===== config.mk =====
export PLATFORM = sky130hd
export DESIGN_NAME = ctrl_pipe_unit
export DESIGN_NICKNAME = d
export VERILOG_FILES = /design/src/rtl/ctrl_pkg.sv /design/src/rtl/ctrl_decode.sv /design/src/rtl/ctrl_pipe_unit.sv
export SDC_FILE = /design/constraint.sdc
export NUM_CORES = 1
export LEC_CHECK = 0
export CORE_ASPECT_RATIO = 2
export CORE_MARGIN = 2
export CORE_UTILIZATION = 51
export DETAILED_ROUTE_END_ITERATION = 12
export HOLD_SLACK_MARGIN = 0.08
export PLACE_DENSITY = 0.83
export SYNTH_ARGS = -nofsm -noshare
export SYNTH_HDL_FRONTEND = slang
export SYNTH_SLANG_ARGS = --single-unit

===== constraint.sdc =====
create_clock -name i_clk -period 4.2 [get_ports i_clk]
set_clock_uncertainty 0.15 [all_clocks]
set_input_delay 0.84 -clock i_clk [delete_from_list [all_inputs] [get_ports i_clk]]
set_output_delay 0.84 -clock i_clk [all_outputs]
set_load 0.05 [all_outputs]

===== src/rtl/ctrl_pkg.sv =====
// Shared control-path definitions: opcodes, field codes and the packed stage bundles.
// Latency: n/a (types and constants only).
// Backpressure: n/a.
package ctrl_pkg;

  // Opcodes
  localparam logic [5:0] OP_RTYPE = 6'b000000;
  localparam logic [5:0] OP_LB    = 6'b100000;
  localparam logic [5:0] OP_LH    = 6'b100001;
  localparam logic [5:0] OP_LW    = 6'b100011;
  localparam logic [5:0] OP_LWU   = 6'b100111;
  localparam logic [5:0] OP_LBU   = 6'b100100;
  localparam logic [5:0] OP_LHU   = 6'b100101;
  localparam logic [5:0] OP_SB    = 6'b101000;
  localparam logic [5:0] OP_SH    = 6'b101001;
  localparam logic [5:0] OP_SW    = 6'b101011;
  localparam logic [5:0] OP_ADDI  = 6'b001000;
  localparam logic [5:0] OP_ANDI  = 6'b001100;
  localparam logic [5:0] OP_ORI   = 6'b001101;
  localparam logic [5:0] OP_XORI  = 6'b001110;
  localparam logic [5:0] OP_LUI   = 6'b001111;
  localparam logic [5:0] OP_SLTI  = 6'b001010;
  localparam logic [5:0] OP_BEQ   = 6'b000100;
  localparam logic [5:0] OP_BNE   = 6'b000101;
  localparam logic [5:0] OP_J     = 6'b000010;
  localparam logic [5:0] OP_JAL   = 6'b000011;
  localparam logic [5:0] OP_HLT   = 6'b111111;

  // RTYPE funct codes for register jumps
  localparam logic [5:0] FN_JR   = 6'b001000;
  localparam logic [5:0] FN_JALR = 6'b001001;

  // ALUOp codes
  localparam logic [2:0] ALU_ADD = 3'b000;
  localparam logic [2:0] ALU_BR  = 3'b001;
  localparam logic [2:0] ALU_SLT = 3'b010;
  localparam logic [2:0] ALU_RT  = 3'b011;
  localparam logic [2:0] ALU_AND = 3'b100;
  localparam logic [2:0] ALU_OR  = 3'b101;
  localparam logic [2:0] ALU_XOR = 3'b110;
  localparam logic [2:0] ALU_LUI = 3'b111;

  // Memory access size codes
  localparam logic [1:0] LONG_B = 2'b00;
  localparam logic [1:0] LONG_H = 2'b01;
  localparam logic [1:0] LONG_W = 2'b11;

  // Register destination select
  localparam logic [1:0] DST_RT = 2'b00;
  localparam logic [1:0] DST_RD = 2'b01;
  localparam logic [1:0] DST_RA = 2'b10;

  // Writeback source select
  localparam logic [1:0] WB_ALU = 2'b00;
  localparam logic [1:0] WB_MEM = 2'b01;
  localparam logic [1:0] WB_PC  = 2'b10;

  // Bundle widths, MSB-first packing order as declared below
  localparam int EX_BITS  = 7;
  localparam int MEM_BITS = 6;
  localparam int WB_BITS  = 3;

  typedef struct packed {
    logic [1:0] reg_dst;
    logic [2:0] alu_op;
    logic       alu_src;
    logic       mem_read;
  } ex_t;

  typedef struct packed {
    logic       mem_read;
    logic       mem_write;
    logic       mem_sign;
    logic       reg_write;
    logic [1:0] long_sz;
  } mem_t;

  typedef struct packed {
    logic       reg_write;
    logic [1:0] mem_to_reg;
  } wb_t;

  // ID-stage controls consumed before the pipeline registers
  typedef struct packed {
    logic sgn;
    logic branch;
    logic branchne;
    logic jump;
    logic jump_reg;
  } id_t;

  typedef struct packed {
    id_t  id;
    ex_t  ex;
    mem_t mem;
    wb_t  wb;
  } bundle_t;

  // Access size of a load/store opcode; 0 for anything else.
  function automatic logic [1:0] size_code(input logic [5:0] op);
    logic [1:0] sz;
    sz = LONG_B;
    case (op)
      OP_LH, OP_LHU, OP_SH:        sz = LONG_H;
      OP_LW, OP_LWU, OP_SW:        sz = LONG_W;
      default:                     sz = LONG_B;
    endcase
    return sz;
  endfunction

  // Loads whose result is sign-extended.
  function automatic logic sign_load(input logic [5:0] op);
    return (op == OP_LB) || (op == OP_LH) || (op == OP_LW);
  endfunction

endpackage


===== src/rtl/ctrl_decode.sv =====
// Combinational opcode/funct decoder producing the full ID/EX/MEM/WB control bundle.
// Latency: 0 cycles (pure combinational).
// Backpressure: none; gating by valid/stall/flush is done by the caller.
module ctrl_decode
  import ctrl_pkg::*;
#(
  parameter int OP_W    = 6,
  parameter int FUNCT_W = 6,
  parameter bit EN_JR   = 1'b1
) (
  input  logic [OP_W-1:0]    i_op,
  input  logic [FUNCT_W-1:0] i_funct,
  output bundle_t            o_bundle
);

  logic [5:0] op6;
  assign op6 = 6'(i_op);

  // Table decode; every field not named for an opcode stays 0, unknown opcodes give all zeros.
  always_comb begin
    o_bundle = '0;
    case (i_op)
      OP_W'(OP_RTYPE): begin
        o_bundle.ex.reg_dst   = DST_RD;
        o_bundle.ex.alu_op    = ALU_RT;
        o_bundle.wb.reg_write = 1'b1;
        if (EN_JR && (i_funct == FUNCT_W'(FN_JR))) begin
          o_bundle.id.jump_reg  = 1'b1;
          o_bundle.ex.reg_dst   = DST_RT;
          o_bundle.wb.reg_write = 1'b0;
        end else if (EN_JR && (i_funct == FUNCT_W'(FN_JALR))) begin
          o_bundle.id.jump_reg   = 1'b1;
          o_bundle.wb.mem_to_reg = WB_PC;
        end
      end
      OP_W'(OP_LB), OP_W'(OP_LH), OP_W'(OP_LW),
      OP_W'(OP_LWU), OP_W'(OP_LBU), OP_W'(OP_LHU): begin
        o_bundle.id.sgn        = 1'b1;
        o_bundle.ex.alu_op     = ALU_ADD;
        o_bundle.ex.alu_src    = 1'b1;
        o_bundle.mem.mem_read  = 1'b1;
        o_bundle.mem.mem_sign  = sign_load(op6);
        o_bundle.mem.long_sz   = size_code(op6);
        o_bundle.wb.reg_write  = 1'b1;
        o_bundle.wb.mem_to_reg = WB_MEM;
      end
      OP_W'(OP_SB), OP_W'(OP_SH), OP_W'(OP_SW): begin
        o_bundle.id.sgn        = 1'b1;
        o_bundle.ex.alu_op     = ALU_ADD;
        o_bundle.ex.alu_src    = 1'b1;
        o_bundle.mem.mem_write = 1'b1;
        o_bundle.mem.long_sz   = size_code(op6);
      end
      OP_W'(OP_ADDI): begin
        o_bundle.ex.alu_op    = ALU_ADD;
        o_bundle.ex.alu_src   = 1'b1;
        o_bundle.wb.reg_write = 1'b1;
      end
      OP_W'(OP_ANDI): begin
        o_bundle.ex.alu_op    = ALU_AND;
        o_bundle.ex.alu_src   = 1'b1;
        o_bundle.wb.reg_write = 1'b1;
      end
      OP_W'(OP_ORI): begin
        o_bundle.ex.alu_op    = ALU_OR;
        o_bundle.ex.alu_src   = 1'b1;
        o_bundle.wb.reg_write = 1'b1;
      end
      OP_W'(OP_XORI): begin
        o_bundle.ex.alu_op    = ALU_XOR;
        o_bundle.ex.alu_src   = 1'b1;
        o_bundle.wb.reg_write = 1'b1;
      end
      OP_W'(OP_LUI): begin
        o_bundle.ex.alu_op    = ALU_LUI;
        o_bundle.ex.alu_src   = 1'b1;
        o_bundle.wb.reg_write = 1'b1;
      end
      OP_W'(OP_SLTI): begin
        o_bundle.ex.alu_op    = ALU_SLT;
        o_bundle.ex.alu_src   = 1'b1;
        o_bundle.wb.reg_write = 1'b1;
      end
      OP_W'(OP_BEQ): begin
        o_bundle.id.sgn    = 1'b1;
        o_bundle.id.branch = 1'b1;
        o_bundle.ex.alu_op = ALU_BR;
      end
      OP_W'(OP_BNE): begin
        o_bundle.id.branchne = 1'b1;
        o_bundle.ex.alu_op   = ALU_BR;
      end
      OP_W'(OP_J): begin
        o_bundle.id.jump = 1'b1;
      end
      OP_W'(OP_JAL): begin
        o_bundle.id.jump       = 1'b1;
        o_bundle.ex.reg_dst    = DST_RA;
        o_bundle.wb.reg_write  = 1'b1;
        o_bundle.wb.mem_to_reg = WB_PC;
      end
      OP_W'(OP_HLT): begin
        o_bundle.ex.alu_op = ALU_RT;
      end
      default: o_bundle = '0;
    endcase
    // The EX copy of MemRead and the MEM copy of RegWrite mirror their home fields.
    o_bundle.ex.mem_read   = o_bundle.mem.mem_read;
    o_bundle.mem.reg_write = o_bundle.wb.reg_write;
  end

endmodule


===== src/rtl/ctrl_pipe_unit.sv =====
// Pipelined control unit: decodes in ID and carries EX/MEM/WB bundles through three stage registers.
// Latency: EX controls 1 enabled cycle after acceptance, MEM 2, WB 3; ID controls combinational.
// Backpressure: i_Stall/i_Flush bubble ID/EX only, later stages always advance; i_Enable=0 freezes all state.
module ctrl_pipe_unit
  import ctrl_pkg::*;
#(
  parameter int OP_W    = 6,
  parameter int FUNCT_W = 6,
  parameter int ALUOP_W = 3,
  parameter bit EN_JR   = 1'b1
) (
  input  logic               i_clk,
  input  logic               i_reset,
  input  logic               i_Enable,
  input  logic               i_Valid,
  input  logic [OP_W-1:0]    i_Op,
  input  logic [FUNCT_W-1:0] i_Funct,
  input  logic               i_Stall,
  input  logic               i_Flush,
  output logic               o_Signed,
  output logic               o_Branch,
  output logic               o_Branchne,
  output logic               o_Jump,
  output logic               o_JumpReg,
  output logic               o_HaltFetch,
  output logic [1:0]         o_ex_RegDst,
  output logic [ALUOP_W-1:0] o_ex_ALUOp,
  output logic               o_ex_ALUSrc,
  output logic               o_ex_MemRead,
  output logic               o_ex_RegWrite,
  output logic               o_mem_MemRead,
  output logic               o_mem_MemWrite,
  output logic               o_mem_MemSign,
  output logic               o_mem_RegWrite,
  output logic [1:0]         o_mem_Long,
  output logic               o_wb_RegWrite,
  output logic [1:0]         o_wb_MemtoReg,
  output logic               o_Halted
);

  bundle_t dec;
  logic    is_hlt;
  logic    effective;
  logic    accept;
  logic    halt_pending;
  logic    halted;

  logic    idex_vld;
  logic    idex_halt;
  ex_t     idex_ex;
  mem_t    idex_mem;
  wb_t     idex_wb;

  logic    exmem_vld;
  logic    exmem_halt;
  mem_t    exmem_mem;
  wb_t     exmem_wb;

  logic    memwb_vld;
  logic    memwb_halt;
  wb_t     memwb_wb;

  ex_t     ex_q;
  mem_t    mem_q;
  wb_t     wb_q;

  ctrl_decode #(
    .OP_W    (OP_W),
    .FUNCT_W (FUNCT_W),
    .EN_JR   (EN_JR)
  ) u_decode (
    .i_op     (i_Op),
    .i_funct  (i_Funct),
    .o_bundle (dec)
  );

  // An instruction counts only if valid, not killed by a taken branch, and no halt is draining.
  assign is_hlt    = (i_Op == OP_W'(OP_HLT));
  assign effective = i_Valid & ~i_Flush & ~halt_pending;
  assign accept    = effective & ~i_Stall;

  assign o_Signed    = effective & dec.id.sgn;
  assign o_Branch    = effective & dec.id.branch;
  assign o_Branchne  = effective & dec.id.branchne;
  assign o_Jump      = effective & dec.id.jump;
  assign o_JumpReg   = effective & dec.id.jump_reg;
  // A stalled HLT already stops fetch even though it has not been accepted yet.
  assign o_HaltFetch = halt_pending | (effective & is_hlt);

  // ID/EX: capture the decoded bundle on acceptance, otherwise insert a bubble.
  always_ff @(posedge i_clk) begin
    if (i_reset) begin
      idex_vld  <= 1'b0;
      idex_halt <= 1'b0;
      idex_ex   <= '0;
      idex_mem  <= '0;
      idex_wb   <= '0;
    end else if (i_Enable) begin
      if (accept) begin
        idex_vld  <= 1'b1;
        idex_halt <= is_hlt;
        idex_ex   <= dec.ex;
        idex_mem  <= dec.mem;
        idex_wb   <= dec.wb;
      end else begin
        idex_vld  <= 1'b0;
        idex_halt <= 1'b0;
        idex_ex   <= '0;
        idex_mem  <= '0;
        idex_wb   <= '0;
      end
    end
  end

  // EX/MEM: always advances; a stall in ID does not hold instructions already past it.
  always_ff @(posedge i_clk) begin
    if (i_reset) begin
      exmem_vld  <= 1'b0;
      exmem_halt <= 1'b0;
      exmem_mem  <= '0;
      exmem_wb   <= '0;
    end else if (i_Enable) begin
      exmem_vld  <= idex_vld;
      exmem_halt <= idex_halt;
      exmem_mem  <= idex_mem;
      exmem_wb   <= idex_wb;
    end
  end

  // MEM/WB: always advances.
  always_ff @(posedge i_clk) begin
    if (i_reset) begin
      memwb_vld  <= 1'b0;
      memwb_halt <= 1'b0;
      memwb_wb   <= '0;
    end else if (i_Enable) begin
      memwb_vld  <= exmem_vld;
      memwb_halt <= exmem_halt;
      memwb_wb   <= exmem_wb;
    end
  end

  // Halt sequence: accepted HLT blocks ID; once it leaves WB the unit reports halted until reset.
  always_ff @(posedge i_clk) begin
    if (i_reset) begin
      halt_pending <= 1'b0;
      halted       <= 1'b0;
    end else if (i_Enable) begin
      if (accept && is_hlt) begin
        halt_pending <= 1'b1;
      end
      if (memwb_halt) begin
        halted <= 1'b1;
      end
    end
  end

  // Stage outputs are forced to zero for bubbles.
  assign ex_q  = idex_vld  ? idex_ex   : ex_t'('0);
  assign mem_q = exmem_vld ? exmem_mem : mem_t'('0);
  assign wb_q  = memwb_vld ? memwb_wb  : wb_t'('0);

  assign o_ex_RegDst    = ex_q.reg_dst;
  assign o_ex_ALUOp     = ALUOP_W'(ex_q.alu_op);
  assign o_ex_ALUSrc    = ex_q.alu_src;
  assign o_ex_MemRead   = ex_q.mem_read;
  assign o_ex_RegWrite  = idex_vld & idex_wb.reg_write;

  assign o_mem_MemRead  = mem_q.mem_read;
  assign o_mem_MemWrite = mem_q.mem_write;
  assign o_mem_MemSign  = mem_q.mem_sign;
  assign o_mem_RegWrite = mem_q.reg_write;
  assign o_mem_Long     = mem_q.long_sz;

  assign o_wb_RegWrite  = wb_q.reg_write;
  assign o_wb_MemtoReg  = wb_q.mem_to_reg;

  assign o_Halted       = halted;

endmodule


**Yosys cells after proc, flatten, opt, wreduce, memory -nomap -nowiden**

Cells that the tools add are included.

- Logic and storage cells: 110
- Bits in writable memories: 0
- Memories kept: 0
- Input bits: 18
- Latch bits: 0
- Output and inout bits: 24
- Bits in read-only memories: 0
- Register bits after elaboration: 36

- Shift-type cells: 0
- Muxes and demuxes: 29
- Order comparisons: 0
- Divide/modulo/power cells: 0
- Eq/ne operators: 22
- Bitwise gates (word level): 14
- Add/sub/neg operators: 0
- Multiply operators: 0
- Reductions and logical operators: 17

Operator list:

| operator | count |
|---|---|
| == test 6 bit (second input constant) | 10 |
| == test 6 x 4 -> 1 bit (second input constant) | 8 |
| one-hot mux 3 bit (7 select lines) | 1 |
| two-way mux 1 bit | 15 |
| OR reduction 15 bit | 1 |
| two-way mux 7 bit | 2 |
| OR reduction 13 bit | 1 |
| == test 6 x 2 -> 1 bit (second input constant) | 2 |
| == test 6 x 3 -> 1 bit (second input constant) | 2 |
| two-way mux 6 bit | 2 |
| AND 1 bit | 10 |
| OR reduction 10 bit | 1 |
| OR reduction 3 bit | 3 |
| OR reduction 9 bit | 1 |
| one-hot mux 2 bit (2 select lines) | 2 |
| zero test 6 bit | 1 |
| two-way mux 2 bit | 3 |
| two-way mux 3 bit | 2 |
| one-hot mux 2 bit (3 select lines) | 1 |
| OR reduction 2 bit | 3 |
| OR reduction 6 bit | 1 |
| AND reduction 2 bit | 2 |
| NOT 1 bit | 3 |
| logical OR 1 bit | 2 |
| other kinds (3) | 3 |

**Logic depth before layout (Yosys ltp)**

Gate-level depths: netlist of run 1.

- Depth after elaboration: 6
- Depth in mapped cells: 5
- Gate-level depth less buffers: 4

**By module**

A second synthesis of run 1 with hierarchy kept.

- Cells, all modules: 191
- Area total of the unflattened synthesis: 1781.7 um^2

By module, submodules not included:

| module | times used | area each (um^2) | cells an instance |
|---|---|---|---|
| ctrl_pipe_unit | 1 | 1411.4 | 130 |
| ctrl_decode | 1 | 370.4 | 61 |

**Worst setup path before layout of run 1**

No wires, ideal clock.

- Path kind: input port to output port
- From: input port i_Flush
- To: output port o_Branchne
- Required time: 3.210 ns
- Arrival: 3.158 ns
- Slack: 0.052 ns
- Cell stages on the path: 4
- Cells stage by stage: or3b_1 -> buf_2 -> or3_1 -> nor4_1

- Word-level cells in the longest chain between the ends: 4

Ends and longest elaborated chain:

| element | RTL line | RTL |
|---|---|---|
| start, declared | ctrl_pipe_unit.sv:19 | `input logic i_Flush,` |
| NOT 1 bit | ctrl_pipe_unit.sv:79 | `assign effective = i_Valid & ~i_Flush & ~halt_pending;` |
| AND 1 bit (2 in series) | ctrl_pipe_unit.sv:79 |  |
| AND 1 bit | ctrl_pipe_unit.sv:84 | `assign o_Branchne = effective & dec.id.branchne;` |
| end, declared | ctrl_pipe_unit.sv:22 | `output logic o_Branchne,` |

Every way passes these cells.

**Worst setup path after layout of run 1**

- From: input port i_Valid
- To: output port o_Branchne

- Word-level cells in the longest chain between the ends: 3

Ends and longest elaborated chain:

| element | RTL line | RTL |
|---|---|---|
| start, declared | ctrl_pipe_unit.sv:15 | `input logic i_Valid,` |
| AND 1 bit (2 in series) | ctrl_pipe_unit.sv:79 |  |
| AND 1 bit | ctrl_pipe_unit.sv:84 |  |

Every way passes these cells.

==> impl_metrics.yaml, run 1 <==
place:
  port-buffer-count: 41
  dpl_worst_slack_ns: 0.366
  routabilityCongestion: 0.913
  place_inst: 255
  dp_hpwl_um: 2780
detailed_routing:
  via_count: 1538
  postRouteWirelength_um: 3710
  drtIter0Drc: 55
  routed_via_density: 5.85
  wl_per_cell_um: 14.1
  ant_nets: 0
  drc: 0
  first_pass_iters: 5
logic_synthesis:
  syn_area_um2: 1590
  yosysTopAreaCell: "dfxtp_1"
  synthCells: 194
  synth.area.top_cells: "dfxtp_1 42%, mux2i_1 9.4%, and2_1 6.7%"
  ys_warn_count: 0
  synth.top_cell.area_share: 0.415
  synth-edff-count: 0
  ys_seq_area_frac: 0.415
  netlist_top_cells_count: "33 x dfxtp_1, 22 x nor2_1, 20 x nand2_1"
  synth-seq-cells: 33
  syn_nets: 212
  synth-main-ff-cell: "dfxtp_1"
  synth_cell_types: 38
  syn_area_per_cell_um2: 8.20
  ys_async_sr_fraction: 0
  synth.most_common_cell: "dfxtp_1"
grt:
  antenna_found_initial: 0
  grt_max_degree: 35
  use_met1: 0.249
  grt_remaining_overflow: 0
  top_usage_layer: "met2"
  globalRouteMet2Util: 0.406
  grt_first_pass_wirelength_um: 6690
  use_met3: 0.0326
  grt_pass1_vias: 1561
  grt_util_all_layers: 0.235
floorplan:
  die_w_um: 43.5
  initial_core_util: 0.534
  dieArea_um2: 3610
  die_y_um: 83.0
  core_area_um2: 2980
  io_pins: 42
  row_count: 28
pwr:
  total_leakage_power_nw: 0.792
  p_total_w: 0.000600
  ir_worst_vdd_mv: 0.175
  powerDensity_nw_per_um2: 285
worst_setup_path:
  crit_type: "input pin to output port"
  critPathCaptureType: "output port"
  endpoint: "o_Branchne"
  cp_data_arrival_time_ns: 2.84
  crit_path_start_kind: "input pin"
  cp_data_required_time_ns: 3.21
  timing.rr.start: "halt_pending"
  r2r_end: "idex_mem[4]"
  path_max_fanout: 7
  ff2ff_setup_slack_ns: 2.08
  critPathLaunch: "i_Valid"
  ff2ff_path_depth: 4
timing:
  finalSetupTns_ns: 0
  hold_viol_final: 0
  worst_pin_slew_ns: 1.19
  fin_ws_ns: 0.367
  fin_crit_sh: 0.913
  period_needed_ns: 3.83
  grt_setup_unrepaired: "false"
  maxSlewHeadroom: 0.205
  drv_slew: 0
  setup_viol: 0
  fmax_mhz: 261
clock_tree:
  post_cts_buffers: 0
  cts_tree: "done"
  numCtsBuffers: 5
  clock_sinks: 33
  cts.path.max_buffers: 2
  cts_root_buf: "clkbuf_8"
  clk_pin_slew_ns: 0.07
  cts_hold_buffers: 0
  cts_htree_levels: 2
  insertion_delay_ns: 0.28
  cts_resized: 0
min_path:
  hold_start: "idex_ex[4]"
  min_path_type: "flop to flop"
finish:
  fin_cells: 263
  nNetsFinal: 250
  n_antenna_cell: 0
  synthToLayoutAreaGrowth_pct: 32.5
  drive_gt1_frac: 0.0901
  fill_cells: 244
run:
  drv_cap: 0
status:
  status: "finished, final reports clean"
## critical path, stage by stage
cell and delay, ns:
clkdlybuf4s50_1 0.48, or3b_1 0.49, or3_1 0.43, nor4_1 0.40, buf_12 0.20
## cell usage in the layout (no fill, tap or decap), drive strengths merged, types with 2 or more instances in the layout
master	Yosys	routed
clkdlybuf4s50	0	35
dfxtp	33	33
nor2	22	22
nand2	20	20
a21oi	18	18
and2	17	17
mux2i	15	15
buf	4	9
inv	8	8
or3	6	6
clkbuf	9	6
nor4	4	4
nand4	4	4
nand3	4	4
nand2b	3	3
nor3	3	3
clkinv	1	3
or3b	2	2
or2	2	2
nor2b	2	2
a211o	2	2
a31oi	2	2
## registers in the layout (all words and copies together), names as in the netlist, 2 cells and up
signal	cells
exmem_mem	6
exmem_wb	2
idex_ex	7
idex_mem	5
idex_wb	2
memwb_wb	3
## worst min path at each step
| stage | depth (start not counted) | to | slack, ns |
|---|---|---|---|
| global route | 2 | idex_mem[4] | 0.33 |
| global placement | 2 | idex_ex[4] | 0.30 |
| floorplan | 2 | idex_ex[4] | 0.29 |
| finish | 2 | idex_ex[4] | 0.31 |
| detailed placement | 2 | idex_ex[5] | 0.31 |
| CTS | 2 | idex_ex[5] | 0.32 |
## per-stage QoR
| stage | hold slack (ns) | util | instance area [µm²] |
|---|---|---|---|
| 2_1_floorplan | 0.286 | - | 1590 |
| 3_3_place_gp | 0.299 | 0.680 | 2020 |
| 3_5_place_dp | 0.305 | 0.680 | 2020 |
| 4_1_cts | 0.316 | 0.708 | 2110 |
| 5_1_grt | 0.333 | 0.708 | 2110 |
| 6_report | 0.315 | 0.708 | 2110 |
## layout make-up
cell class                 instances  area (µm²)  share of cell area
multi-input combinational        139         837               0.397
timing repair buffer              44         455               0.216
clock buffer                       6        72.6              0.0344
clock inverter                     2        10.0             0.00475
sequential                        33         661               0.314
tap                               30        37.5              0.0178
inverter                           9        33.8              0.0160
## per-layer routing
metal,wire (µm),part of all wire
met1,1340,0.36
met2,2040,0.55
met3,189,0.051
met4,142,0.038
met5,0,0
## kinds of logic (layout without fill, tap and decap cells)
group	count (synthesis)	after routing	synth area share
simple gates	92	92	0.303
flops	33	33	0.415
compound gates	32	32	0.129
buf+inv	22	61	0.0582
mux	15	15	0.0944
## power breakdown
| part | switching, W | total [W] | internal (W) |
|---|---|---|---|
| Clock | 0.000108 | 0.000222 | 0.000115 |
| Combinational | 0.0000354 | 0.0000630 | 0.0000276 |
| Sequential | 0.00000109 | 0.000315 | 0.000314 |
No activity file was read; power rests on OpenSTA's default activity.
==> run 2, diff against run 1 <==
--- a/config.mk
+++ b/config.mk
@@ -5,12 +5,12 @@
 export SDC_FILE = /design/constraint.sdc
 export NUM_CORES = 1
 export LEC_CHECK = 0
+export CAP_MARGIN = 20
 export CORE_ASPECT_RATIO = 2
 export CORE_MARGIN = 2
-export CORE_UTILIZATION = 51
+export CORE_UTILIZATION = 35
 export DETAILED_ROUTE_END_ITERATION = 12
 export HOLD_SLACK_MARGIN = 0.08
-export PLACE_DENSITY = 0.83
 export SYNTH_ARGS = -nofsm -noshare
 export SYNTH_HDL_FRONTEND = slang
 export SYNTH_SLANG_ARGS = --single-unit
==> impl_metrics.yaml, run 2 (synthesis results as in run 1) <==
worst_setup_path:
  critPathLaunch: "i_Valid"
  cp_cell_sequence: "clkdlybuf4s50_1 -> or3b_1 -> or3_1 -> nor4_1 -> buf_12"
  timing.rr.start: "halt_pending"
  ff2ff_setup_slack_ns: 2.14
  path_max_fanout: 7
  critPathCaptureType: "output port"
  endpoint: "o_Branchne"
  crit_slowest_cell: "or3b_1"
  r2r_end: "idex_mem[4]"
  crit_type: "input pin to output port"
  crit_path_start_kind: "input pin"
  cpPeakStageDelay_ns: 0.49
  ff2ff_path_depth: 4
  cp_data_arrival_time_ns: 2.84
  cp_data_required_time_ns: 3.21
finish:
  final_cell_mix: "35 x clkdlybuf4s50_1, 33 x dfxtp_1, 22 x nor2_1"
  largest_reg_flops: 7
  n_antenna_cell: 0
  seqCellArea_um2: 661
  top_regs: "idex_ex x7, exmem_mem x6, idex_mem x5"
  multiInputGateArea_um2: 837
  drive_gt1_frac: 0.102
  fill_cells: 467
  nNetsFinal: 252
  final_common_cell: "clkdlybuf4s50_1"
  largest_register: "idex_ex"
  synthToLayoutAreaGrowth_pct: 36.5
timing:
  drv_slew: 0
  hold_viol_final: 0
  holdWs_ns: 0.313
  worst_pin_slew_ns: 0.899
  finalSetupTns_ns: 0
  setup_viol: 0
  fin_crit_sh: 0.912
  grt_setup_unrepaired: "false"
  period_needed_ns: 3.83
  maxSlewHeadroom: 0.399
  fmax_mhz: 261
place:
  dp_hpwl_um: 2980
  port-buffer-count: 41
  routabilityCongestion: 0.847
detailed_routing:
  drc: 0
  wl_per_cell_um: 13.4
  routed_via_density: 5.15
  first_pass_iters: 4
  via_count: 1489
  postRouteWirelength_um: 3880
  drtIter0Drc: 21
  ant_nets: 0
floorplan:
  core_area_um2: 4340
  io_pins: 42
  dieArea_um2: 5130
  die_w_um: 51.7
  die_y_um: 99.3
  row_count: 34
  initial_core_util: 0.366
grt:
  grt_max_degree: 25
  grt_pass1_vias: 1448
  antenna_found_initial: 0
  grt_first_pass_wirelength_um: 6700
  grt_util_all_layers: 0.173
  grt_remaining_overflow: 0
pwr:
  total_leakage_power_nw: 0.811
  powerDensity_nw_per_um2: 295
  ir_worst_vdd_mv: 0.199
clock_tree:
  cts.path.max_buffers: 2
  cts_htree_levels: 2
  clock_sinks: 33
  cts_tree: "done"
  numCtsBuffers: 5
  cts_root_buf: "clkbuf_8"
  insertion_delay_ns: 0.28
  cts_resized: 0
  cts_hold_buffers: 0
  clk_pin_slew_ns: 0.07
  post_cts_buffers: 0
run:
  drv_cap: 0
min_path:
  min_path_type: "flop to flop"
status:
  status: "finished, final reports clean"
-- run 2: worst min-delay path by stage --
stage,end,slack (ns),start,cells after the start
after floorplan,idex_ex[4],0.29,idex_ex[4],2
after global placement,idex_ex[4],0.30,idex_ex[4],2
after detailed placement,idex_ex[5],0.30,idex_ex[5],2
after CTS,idex_ex[5],0.31,idex_ex[5],2
after global routing,idex_wb[0],0.34,idex_wb[0],2
final,idex_ex[5],0.31,idex_ex[5],2
-- run 2: metal layers --
| metal | track usage | vias up | routed length [µm] |
|---|---|---|---|
| met5 | 0 | - | 0 |
| met4 | 0.123 | 0 | 156 |
| met3 | 0.0300 | 10 | 117 |
| met2 | 0.307 | 38 | 2160 |
| met1 | 0.172 | 696 | 1450 |
| li1 | - | 745 | - |
-- run 2: power breakdown --
| group | internal (W) | total, W | switching [W] |
|---|---|---|---|
| combinational | 0.0000287 | 0.0000647 | 0.0000359 |
| clock | 0.000148 | 0.000261 | 0.000113 |
| sequential | 0.000314 | 0.000315 | 0.00000120 |
-- run 2: worst max-delay path, delay by kind of cell --
family / cells / cell delay [ns]
buf+inv: 2 / 0.68
simple gates: 3 / 1.32
-- run 2: area by class of cell --
cell class,count,area share
sequential,33,0.304
multi-input combinational,139,0.386
tap,54,0.0311
clock buffer,7,0.0444
timing repair buffer,46,0.217
clock inverter,1,0.00231
inverter,9,0.0156
-- run 2: per-stage QoR --
step           instance area (µm²)  total power, W  utilization  setup WS, ns  cells
2_1_floorplan                 1590        0.000358            -        0.0516    194
3_3_place_gp                  2070        0.000387        0.477         0.395    281
3_5_place_dp                  2070        0.000387        0.477         0.347    281
4_1_cts                       2170        0.000649        0.500         0.340    289
5_1_grt                       2170        0.000665        0.500         0.228    289
6_report                      2170        0.000640        0.500         0.369    289
==> RTL change: new RTL, config.mk and constraints of run 2 <==
Make the reset (`i_reset`) asynchronous in 4 clocked blocks.
--- a/src/rtl/ctrl_pipe_unit.sv
+++ b/src/rtl/ctrl_pipe_unit.sv
@@ -88,7 +88,7 @@
   assign o_HaltFetch = halt_pending | (effective & is_hlt);
 
   // ID/EX: capture the decoded bundle on acceptance, otherwise insert a bubble.
-  always_ff @(posedge i_clk) begin
+  always_ff @(posedge i_clk or posedge i_reset) begin
     if (i_reset) begin
       idex_vld  <= 1'b0;
       idex_halt <= 1'b0;
@@ -113,7 +113,7 @@
   end
 
   // EX/MEM: always advances; a stall in ID does not hold instructions already past it.
-  always_ff @(posedge i_clk) begin
+  always_ff @(posedge i_clk or posedge i_reset) begin
     if (i_reset) begin
       exmem_vld  <= 1'b0;
       exmem_halt <= 1'b0;
@@ -128,7 +128,7 @@
   end
 
   // MEM/WB: always advances.
-  always_ff @(posedge i_clk) begin
+  always_ff @(posedge i_clk or posedge i_reset) begin
     if (i_reset) begin
       memwb_vld  <= 1'b0;
       memwb_halt <= 1'b0;
@@ -141,7 +141,7 @@
   end
 
   // Halt sequence: accepted HLT blocks ID; once it leaves WB the unit reports halted until reset.
-  always_ff @(posedge i_clk) begin
+  always_ff @(posedge i_clk or posedge i_reset) begin
     if (i_reset) begin
       halt_pending <= 1'b0;
       halted       <= 1'b0;
Check against the original RTL: differs if i_reset is asserted again (counterexample within 4 cycles, from zero or initial values and one cycle with i_reset high); with i_reset held inactive, the same outputs for 10 cycles.
==> RTL change against run 2 <==
Worst setup slack improved by 210 ps. Routed wire length is 6.3% lower. Power shrank 2.6%. Critical endpoint is now o_Branch. Final cell count fell by 15%. Sequential cell count stayed put. Largest power group unchanged. Cell area is 1.2% lower. Synthesized area down 0.16%. Synthesized cell count decreased by 23%.
==> RTL change: results (changes against run 2) <==
[final_layout]
layoutNonFillerInstCount=247  ; -15%
final_nets=211  ; -16%

[synth]
ys_types=37  ; -2.6%
ys.flop_type=dfrtp_1
synthesis.nets=168  ; -21%
synth_area_leaders=dfrtp_1 52%, mux2_2 11%, and2_1 4.7%
synthArstFlopShare_pct=100  ; +100 points
syn_inst=150  ; -23%
ys_top_cells_by_count=33 x dfrtp_1, 15 x mux2_2, 12 x and2_1, 12 x inv_1, 11 x nor2_1

[placement]
dp_cells=240  ; -15%
dp_hpwl_mm=2.79  ; -6.3%
finalWeightedCongestion=0.777  ; -8.3%

[detailed_routing]
viasPerCell=5.18  ; +0.50%
drt-initial-drc-count=19  ; -9.5%

[power_and_ir_drop]
p_comb_share_pct=10.4  ; +0.3 points
swShare_pct=23.4  ; +0.042 points
pg_seq_mw=0.321  ; +2%
peakVddDrop_v=0.000192  ; -3.4%
p_leak_nw=0.946  ; +17%

[global_routing]
grt_max_degree=34  ; +36%
grt_pass1_wl_mm=6.19  ; -7.6%

[worst_setup_path]
cp.arrival_ps=2630  ; -210 ps
worstPathMaxFanout=6  ; -1
max_stage_delay_ps=690  ; +200 ps
critical-path-slowest-cell=or4b_1

[outcome]
status=complete, no violations

[sta]
max-slew-margin-rel_pct=64.1  ; +24 points

[RTL change: cell count changes after synthesis, sizes merged, moves of 5 or more]
cell / change
and2: -5
a21oi: -15
dfxtp: -33
nor2: -10
nand2: -11
o21ai: +5
or3: -5
mux2: +15
dfrtp: +33
mux2i: -15
[RTL change: area by class of cell]
cell class | instances | area [sq um]
sequential | 33 | 826
fill | 433 | 2190
multi-input combinational | 97 | 682
timing repair buffer | 43 | 435
tap | 54 | 67.6
inverter | 13 | 48.8
clock buffer | 7 | 86.3
[RTL change: worst paths after layout]
check                           cells after the start         start  slack [ps]           end
worst max-delay path                                6       i_Op[4]         580      o_Branch
worst max register to register                      4  halt_pending        2200   idex_mem[2]
min in group asynchronous                           3       i_reset         790    idex_ex[5]
max in group asynchronous                           3       i_reset        2810  exmem_mem[2]
worst min register to register                      1      o_Halted         330      o_Halted
worst min-delay path                                1      o_Halted         330      o_Halted
[RTL change: routing by layer]
| layer | part of all wire [%] | track usage [%] | wire, microns |
|---|---|---|---|
| met1 | 37 | 16.7 | 1360 |
| met2 | 54 | 28.6 | 1970 |
| met5 | 0 | 0 | 0 |
| met4 | 3.8 | 9.92 | 137 |
| met3 | 4.7 | 3.45 | 171 |
[RTL change: cells by family after synthesis]
family / count (synthesis) / share of synthesized area (%)
AND/OR/NAND/NOR: 58 / 21.2
flip-flops: 33 / 52.0
AO/OA/AOI/OAI: 24 / 11.1
buffers and inverters: 20 / 5.04
multiplexers: 15 / 10.6
[RTL change: stage by stage]
stage               utilization (%)  cell area [sq um]  hold WS [ps]  setup slack, ps
finish                         49.5               2150           325              576
global route                   49.5               2150           342              460
CTS                            49.5               2150           329              554
detailed placement             47.5               2060           315              555
global placement               47.5               2060           291              630
floorplan                         -               1590           299              208
